File: config.mk
export PLATFORM = sky130hd
export DESIGN_NAME = rom_loader
export DESIGN_NICKNAME = d
export VERILOG_FILES = /design/src/rtl/rom_loader_pkg.sv /design/src/rtl/rom_word_packer.sv /design/src/rtl/rom_loader.sv
export SDC_FILE = /design/constraint.sdc
export NUM_CORES = 1
export LEC_CHECK = 0
export BUFFER_PORTS_ARGS = -buffer_cell sky130_fd_sc_hd__buf_4
export CAP_MARGIN = 0
export CORE_MARGIN = 4
export CORE_UTILIZATION = 65
export CTS_BUF_LIST = sky130_fd_sc_hd__clkbuf_4
export DETAILED_ROUTE_END_ITERATION = 16
export GPL_TIMING_DRIVEN = 1
export PLACE_DENSITY = 0.87
export RECOVER_POWER = 25
export SETUP_SLACK_MARGIN = 0.15
export SLEW_MARGIN = 25
export SYNTH_ARGS = -nofsm -noshare
export SYNTH_HDL_FRONTEND = slang
export SYNTH_HIERARCHICAL = 1
export SYNTH_SLANG_ARGS = --single-unit
File: constraint.sdc
create_clock -name clk -period 4 [get_ports clk]
set_clock_uncertainty 0.05 [all_clocks]
set_input_delay 0.8 -clock clk [delete_from_list [all_inputs] [get_ports clk]]
set_output_delay 0.8 -clock clk [all_outputs]
set_load 0.01 [all_outputs]
File: src/rtl/rom_loader_pkg.sv
// rom_loader_pkg: shared types and constants for the ROM loader slice.
// Holds the loader FSM state enum, length/word widths and byte-index width.
// Optional feature macro: ROM_LOADER_CHECKSUM_EN adds the CHK state.
package rom_loader_pkg;

  localparam int LEN_W  = 16;  // word-count field carried in the stream header
  localparam int WORD_W = 32;  // ROM word width
  localparam int BIDX_W = 2;   // byte index within a word (4 bytes)

  typedef enum logic [2:0] {
    IDLE,
    LEN0,
    LEN1,
    DATA,
    WRITE,
`ifdef ROM_LOADER_CHECKSUM_EN
    CHK,
`endif
    DONE,
    ERR
  } state_e;

  // State entered once the last word is written (or immediately for N=0).
`ifdef ROM_LOADER_CHECKSUM_EN
  localparam state_e LOAD_END = CHK;
`else
  localparam state_e LOAD_END = DONE;
`endif

endpackage

File: src/rtl/rom_word_packer.sv
// rom_word_packer: assembles accepted bytes into little-endian 32-bit words.
// Ports: clk/rest clock and async active-low reset; clr_i restarts assembly;
//   byte_vld_i/byte_i accepted byte; full_o high while the 4th byte is taken;
//   word_o is the word including the byte being accepted this cycle.
module rom_word_packer
  import rom_loader_pkg::*;
(
  input  logic              clk,
  input  logic              rest,
  input  logic              clr_i,
  input  logic              byte_vld_i,
  input  logic [7:0]        byte_i,
  output logic              full_o,
  output logic [WORD_W-1:0] word_o
);

  logic [BIDX_W-1:0] idx_q, idx_d;
  logic [WORD_W-1:0] shreg_q, shreg_d;

  // Shift right so the first byte of a word ends up in bits [7:0].
  always_comb begin
    idx_d   = idx_q;
    shreg_d = shreg_q;
    if (clr_i) begin
      idx_d   = '0;
      shreg_d = '0;
    end else if (byte_vld_i) begin
      idx_d   = idx_q + BIDX_W'(1);  // wraps to 0 after the 4th byte
      shreg_d = {byte_i, shreg_q[WORD_W-1:8]};
    end
  end

  // Combinational so the FSM can capture the word on the same edge.
  assign full_o = byte_vld_i && (idx_q == '1);
  assign word_o = shreg_d;

  always_ff @(posedge clk or negedge rest) begin
    if (!rest) begin
      idx_q   <= '0;
      shreg_q <= '0;
    end else begin
      idx_q   <= idx_d;
      shreg_q <= shreg_d;
    end
  end

endmodule

File: src/rtl/rom_loader.sv
// rom_loader: loads a length-prefixed byte stream into instruction ROM and
// controls CPU reset. Ports: byte stream rx_*, ROM write port rom_*,
// cpu_rest_o (active-low CPU reset, registered), busy_o/done_o/err_o status.
// Optional feature macro: ROM_LOADER_CHECKSUM_EN (trailing XOR checksum byte).
module rom_loader
  import rom_loader_pkg::*;
#(
  parameter int ADDR_W    = 12,
  parameter int ROM_DEPTH = 4096,
  parameter int BOOT_HOLD = 1
) (
  input  logic              clk,
  input  logic              rest,
  input  logic              start_i,
  input  logic              rx_valid_i,
  input  logic [7:0]        rx_data_i,
  output logic              rx_ready_o,
  output logic              rom_we_o,
  output logic [ADDR_W-1:0] rom_waddr_o,
  output logic [WORD_W-1:0] rom_wdata_o,
  output logic              cpu_rest_o,
  output logic              busy_o,
  output logic              done_o,
  output logic              err_o
);

  localparam logic             IDLE_REL = (BOOT_HOLD == 0);
  localparam logic [LEN_W:0]   DEPTH_L  = (LEN_W + 1)'(ROM_DEPTH);

  state_e              state_q, state_d;
  logic [LEN_W-1:0]    len_q, len_d;
  logic [LEN_W-1:0]    cnt_q, cnt_d, cnt_inc;
  logic [LEN_W-1:0]    n_len;
  logic [ADDR_W-1:0]   waddr_q, waddr_d;
  logic [WORD_W-1:0]   wdata_q, wdata_d;
  logic                cpu_rest_q, cpu_rest_d;
  logic                rx_rdy, acc;
  logic                pk_clr, pk_full;
  logic [WORD_W-1:0]   pk_word;
`ifdef ROM_LOADER_CHECKSUM_EN
  logic [7:0]          xor_q, xor_d;
`endif

  // Ready depends on state only, so a byte offered elsewhere simply waits.
  always_comb begin
    rx_rdy = 1'b0;
    case (state_q)
      LEN0, LEN1, DATA: rx_rdy = 1'b1;
`ifdef ROM_LOADER_CHECKSUM_EN
      CHK:              rx_rdy = 1'b1;
`endif
      default:          rx_rdy = 1'b0;
    endcase
  end

  assign acc = rx_valid_i && rx_rdy;

  rom_word_packer u_packer (
    .clk        (clk),
    .rest       (rest),
    .clr_i      (pk_clr),
    .byte_vld_i (acc && (state_q == DATA)),
    .byte_i     (rx_data_i),
    .full_o     (pk_full),
    .word_o     (pk_word)
  );

  always_comb begin
    state_d = state_q;
    len_d   = len_q;
    cnt_d   = cnt_q;
    waddr_d = waddr_q;
    wdata_d = wdata_q;
    pk_clr  = 1'b0;
    n_len   = {rx_data_i, len_q[7:0]};
    cnt_inc = cnt_q + LEN_W'(1);
`ifdef ROM_LOADER_CHECKSUM_EN
    xor_d   = xor_q;
`endif
    case (state_q)
      IDLE, DONE, ERR: begin
        if (start_i) begin
          state_d = LEN0;
          len_d   = '0;
          cnt_d   = '0;
          pk_clr  = 1'b1;
`ifdef ROM_LOADER_CHECKSUM_EN
          xor_d   = '0;
`endif
        end
      end
      LEN0: begin
        if (acc) begin
          len_d[7:0] = rx_data_i;
          state_d    = LEN1;
        end
      end
      LEN1: begin
        if (acc) begin
          len_d = n_len;
          if (n_len == '0)                    state_d = LOAD_END;
          else if ({1'b0, n_len} > DEPTH_L)   state_d = ERR;
          else                                state_d = DATA;
        end
      end
      DATA: begin
        // Address/data are captured here so they stay stable after WRITE.
        if (pk_full) begin
          state_d = WRITE;
          waddr_d = cnt_q[ADDR_W-1:0];
          wdata_d = pk_word;
        end
      end
      WRITE: begin
        cnt_d   = cnt_inc;
        state_d = (cnt_inc < len_q) ? DATA : LOAD_END;
      end
`ifdef ROM_LOADER_CHECKSUM_EN
      CHK: begin
        if (acc) state_d = (rx_data_i == xor_q) ? DONE : ERR;
      end
`endif
      default: state_d = IDLE;
    endcase
`ifdef ROM_LOADER_CHECKSUM_EN
    // Checksum covers length and data bytes, not the checksum byte itself.
    if (acc && (state_q != CHK)) xor_d = xor_q ^ rx_data_i;
`endif
  end

  // CPU reset follows the next state so the flop matches the state register.
  always_comb begin
    case (state_d)
      IDLE:    cpu_rest_d = IDLE_REL;
      DONE:    cpu_rest_d = 1'b1;
      default: cpu_rest_d = 1'b0;
    endcase
  end

  always_ff @(posedge clk or negedge rest) begin
    if (!rest) begin
      state_q    <= IDLE;
      len_q      <= '0;
      cnt_q      <= '0;
      waddr_q    <= '0;
      wdata_q    <= '0;
      cpu_rest_q <= IDLE_REL;
`ifdef ROM_LOADER_CHECKSUM_EN
      xor_q      <= '0;
`endif
    end else begin
      state_q    <= state_d;
      len_q      <= len_d;
      cnt_q      <= cnt_d;
      waddr_q    <= waddr_d;
      wdata_q    <= wdata_d;
      cpu_rest_q <= cpu_rest_d;
`ifdef ROM_LOADER_CHECKSUM_EN
      xor_q      <= xor_d;
`endif
    end
  end

  always_comb begin
    busy_o = 1'b0;
    case (state_q)
      LEN0, LEN1, DATA, WRITE: busy_o = 1'b1;
`ifdef ROM_LOADER_CHECKSUM_EN
      CHK:                     busy_o = 1'b1;
`endif
      default:                 busy_o = 1'b0;
    endcase
  end

  assign rx_ready_o  = rx_rdy;
  assign rom_we_o    = (state_q == WRITE);
  assign rom_waddr_o = waddr_q;
  assign rom_wdata_o = wdata_q;
  assign cpu_rest_o  = cpu_rest_q;
  assign done_o      = (state_q == DONE);
  assign err_o       = (state_q == ERR);

endmodule

==> parameters.txt <==
Parameter                              Value

Timing
  Final setup violation count    0
  Worst Slack Setup Final    0.788 ns
  Unrepaired setup endpoints after global routing    no
  Setup tns final    0 ns
  Final hold viol count    0
  Least-Margin Pin Slew    1.64 ns
  Rel. slew slack    -9.38%
  Max frequency    311 MHz
  Part of the cycle the worst path needs    80.3%
  Final critical path time including I/O delays and setup    3.21 ns
  Final Max Tran Viols    66

Synth
  Predominant post-synthesis flop cell    dfrtp_1
  Syn. warnings    6
  Most frequent cells after synthesis    dfrtp_1, mux2i_1, mux2_1, nand2_1, nor2_1
  Area share of the largest cell type after synthesis    50.9%
  Share of synthesized area occupied by flip-flops and latches    50.9%
  Combined area of all synthesized cells    5610 um^2
  Cell with the most instances after synthesis    dfrtp_1
  Register bit total from synthesis    114
  Top area cells in the synthesized netlist    dfrtp_1, mux2_1, mux2i_1
  Unique cell type count in the Yosys netlist    61
  Area leader, netlist    dfrtp_1
  Async S/R FF share, synth    100%
  Synthesized instance count    491
  Number of nets produced by synthesis    520
  Number of enable-type register cells in the synthesized netlist    0
  Average footprint of a synthesized cell    11.4 um^2

Worst setup path
  Worst Reg2Reg Path Length in Cells    12
  Required time at the endpoint of the critical path    4.35 ns
  CP peak stage delay    0.48 ns
  CP Data Arrival Time    3.56 ns
  Worst setup path class    flop to flop
  CP cell instances    ha_1 > nand3_1 > nor2_2 > and3_1 > and3_1 > xor2_1 > ha_1 > a21o_1 > o21ai_0 > o211a_1 > a21boi_0 > o21ai_1
  Critical path peak fanout    7
  Endpoint class of the critical path    flop
  Slowest cell on the critical path    dfrtp_1
  Critical path launch point type    flop

Finish
  Antenna Cells    0
  Number of nets in the finished design    582
  Layout cells sized above 1    20.8%
  Number of filler cells placed in the layout    529
  Growth of design area from synthesis to finish    13.3%
  Post-Layout Inst Area    6350 um^2

Clock tree
  CTS Buf Count    17
  Clock-pin slew reported for the worst setup and hold paths after clock tree synthesis    0.11 ns
  Clk sinks    114
  Maximum number of buffers from clock root to sink    2
  Clock insertion delay at the later pin of the skew report    0.52 ns
  Buffers inserted during post-CTS setup optimization    0
  Clock tree root driver cell    clkbuf_4
  Level count of the clock H-tree    4
  Hold buffer count at CTS    0
  Clock tree from TritonCTS    built
  Number of gates given a new drive strength after cts    0

Floorplanning
  Standard-cell rows    33
  Number of top-level design ports    62
  Core region area    8300 um^2
  Die Span Y    101 um
  Starting utilization of the core area    67.5%
  Width of the die    101 um
  DIE AREA    10200 um^2

Detailed routing
  Vias per Instance    6.01
  Wire length per cell    17.9 um
  Drt initial violations    301
  Drt pass-1 iters    5
  Post-route ant nets    0
  DR DRC count    0
  Routed vias    4030
  Total Wirelength    12000 um

Power
  Highest ir drop seen on vdd    371 uV
  Pwr/cell area    559 nW/um^2
  Leakage dissipation    0.00325 uW

Hold path
  Hold/Removal Path Class    flop to flop
  Cell count of the worst hold path    1

Place
  IO buf count    61
  Cell area reported after detailed placement    6070 um^2
  Routability Congestion    0.895
  Placement-stage worst setup slack    0.814 ns
  DP Wirelength    8200 um

GRT
  Total congestion overflow    0
  Maximum number of pins on one net before global-route repair    66
  Global-route wire length before repair    20500 um
  Global-route usage over all layers    25.9%
  Vias in the first global route    4214
  Antenna violations before repair    0

Run
  Max-cap check violation count    1

Status
  Violated checks    max-capacitance violations, max-slew violations
  Status    finished with violations
## cells in the final DEF (no fill, tap or decap), types with 3 or more instances in the layout
master | Yosys | final
inv_6 | 0 | 6
mux2i_1 | 49 | 49
nor3_1 | 4 | 4
inv_1 | 20 | 20
o22ai_1 | 3 | 3
clkbuf_4 | 0 | 17
nor2_1 | 42 | 42
clkinv_4 | 0 | 3
nand3_1 | 9 | 9
and2_1 | 5 | 5
buf_4 | 2 | 64
o21ai_0 | 6 | 6
and3_1 | 6 | 5
mux2_1 | 44 | 44
dfrtp_1 | 114 | 114
xnor2_1 | 11 | 11
nor2b_1 | 3 | 3
a21oi_1 | 11 | 11
nor4_2 | 3 | 3
o21a_1 | 3 | 3
o21ai_1 | 16 | 16
nand2_1 | 44 | 44
clkinvlp_4 | 0 | 3
xor2_1 | 7 | 7
ha_1 | 17 | 17
a31oi_1 | 3 | 3
## logic make-up (layout without fill, tap and decap cells)
logic type               after synthesis  in the layout  synth area share, %
adder cells (fa/ha/maj)               18             18                 3.97
XOR/XNOR                              18             18                 2.81
flip-flops                           114            114                 50.9
AO/OA/AOI/OAI                         64             64                 7.48
buffers and inverters                 48            123                 5.02
AND/OR/NAND/NOR                      136            136                 12.2
multiplexers                          93             93                 17.6
## per-stage QoR
stage	std cells	power (uW)	utilization (%)	hold WS (ns)
floorplan	491	2450	-	0.437
global route	671	3790	76.5	0.480
detailed placement	638	2720	73.2	0.432
finish	671	3550	76.5	0.454
global placement	638	2650	73.2	0.427
CTS	670	3560	76.5	0.325
## flip-flops by register name, indices dropped and copies added (netlist names)
signal,flops
state_q,3
u_packer/idx_q,2
u_packer/shreg_q,32
rom_wdata_o,32
rom_waddr_o,12
len_q,16
cnt_q,16
cpu_rest_o,1
## layout make-up
class	instances	area, um^2	share of cell area (%)
Clock buffer	17	128	2.01
Tap cell	105	131	2.07
Sequential cell	114	2850	44.9
Clock inverter	15	146	2.30
Timing Repair Buffer	68	520	8.20
Multi-Input combinational cell	329	2470	38.9
Inverter	23	100	1.58
## routing by layer
metal	part of all wire, %	wire length (um)	GRT usage, %
met4	1.5	175	8.60
met1	42	5050	34.3
met3	7.2	864	6.78
met5	0	0	0
met2	49	5930	41.8
## path summary, 6_finish.rpt
path / from / end / slack [ns]
worst max-delay path: cnt_q[0] / state_q[2] / 0.79
worst min-delay path: rom_wdata_o[4] / rom_wdata_o[4] / 0.45
worst max register to register: cnt_q[0] / state_q[2] / 0.79
worst min register to register: rom_wdata_o[4] / rom_wdata_o[4] / 0.45
max in group asynchronous: rest / cnt_q[14] / 1.39
min in group asynchronous: rest / u_packer/shreg_q[8] / 0.63
## report_power, final
group	total (uW)	switching [uW]	internal (uW)
logic	1180	699	478
clock network	820	496	324
registers	1560	178	1380
## critical path: cells and delay by family, from the launching register on
kind	cells	cell delay, ns
AOI/OAI and AO/OA	5	0.94
and+or+nand+nor	4	0.96
xor gates and xnor gates	1	0.16
DFF	1	0.48
adders and majority gates	2	0.53
Power figures use the tool's default switching activity.
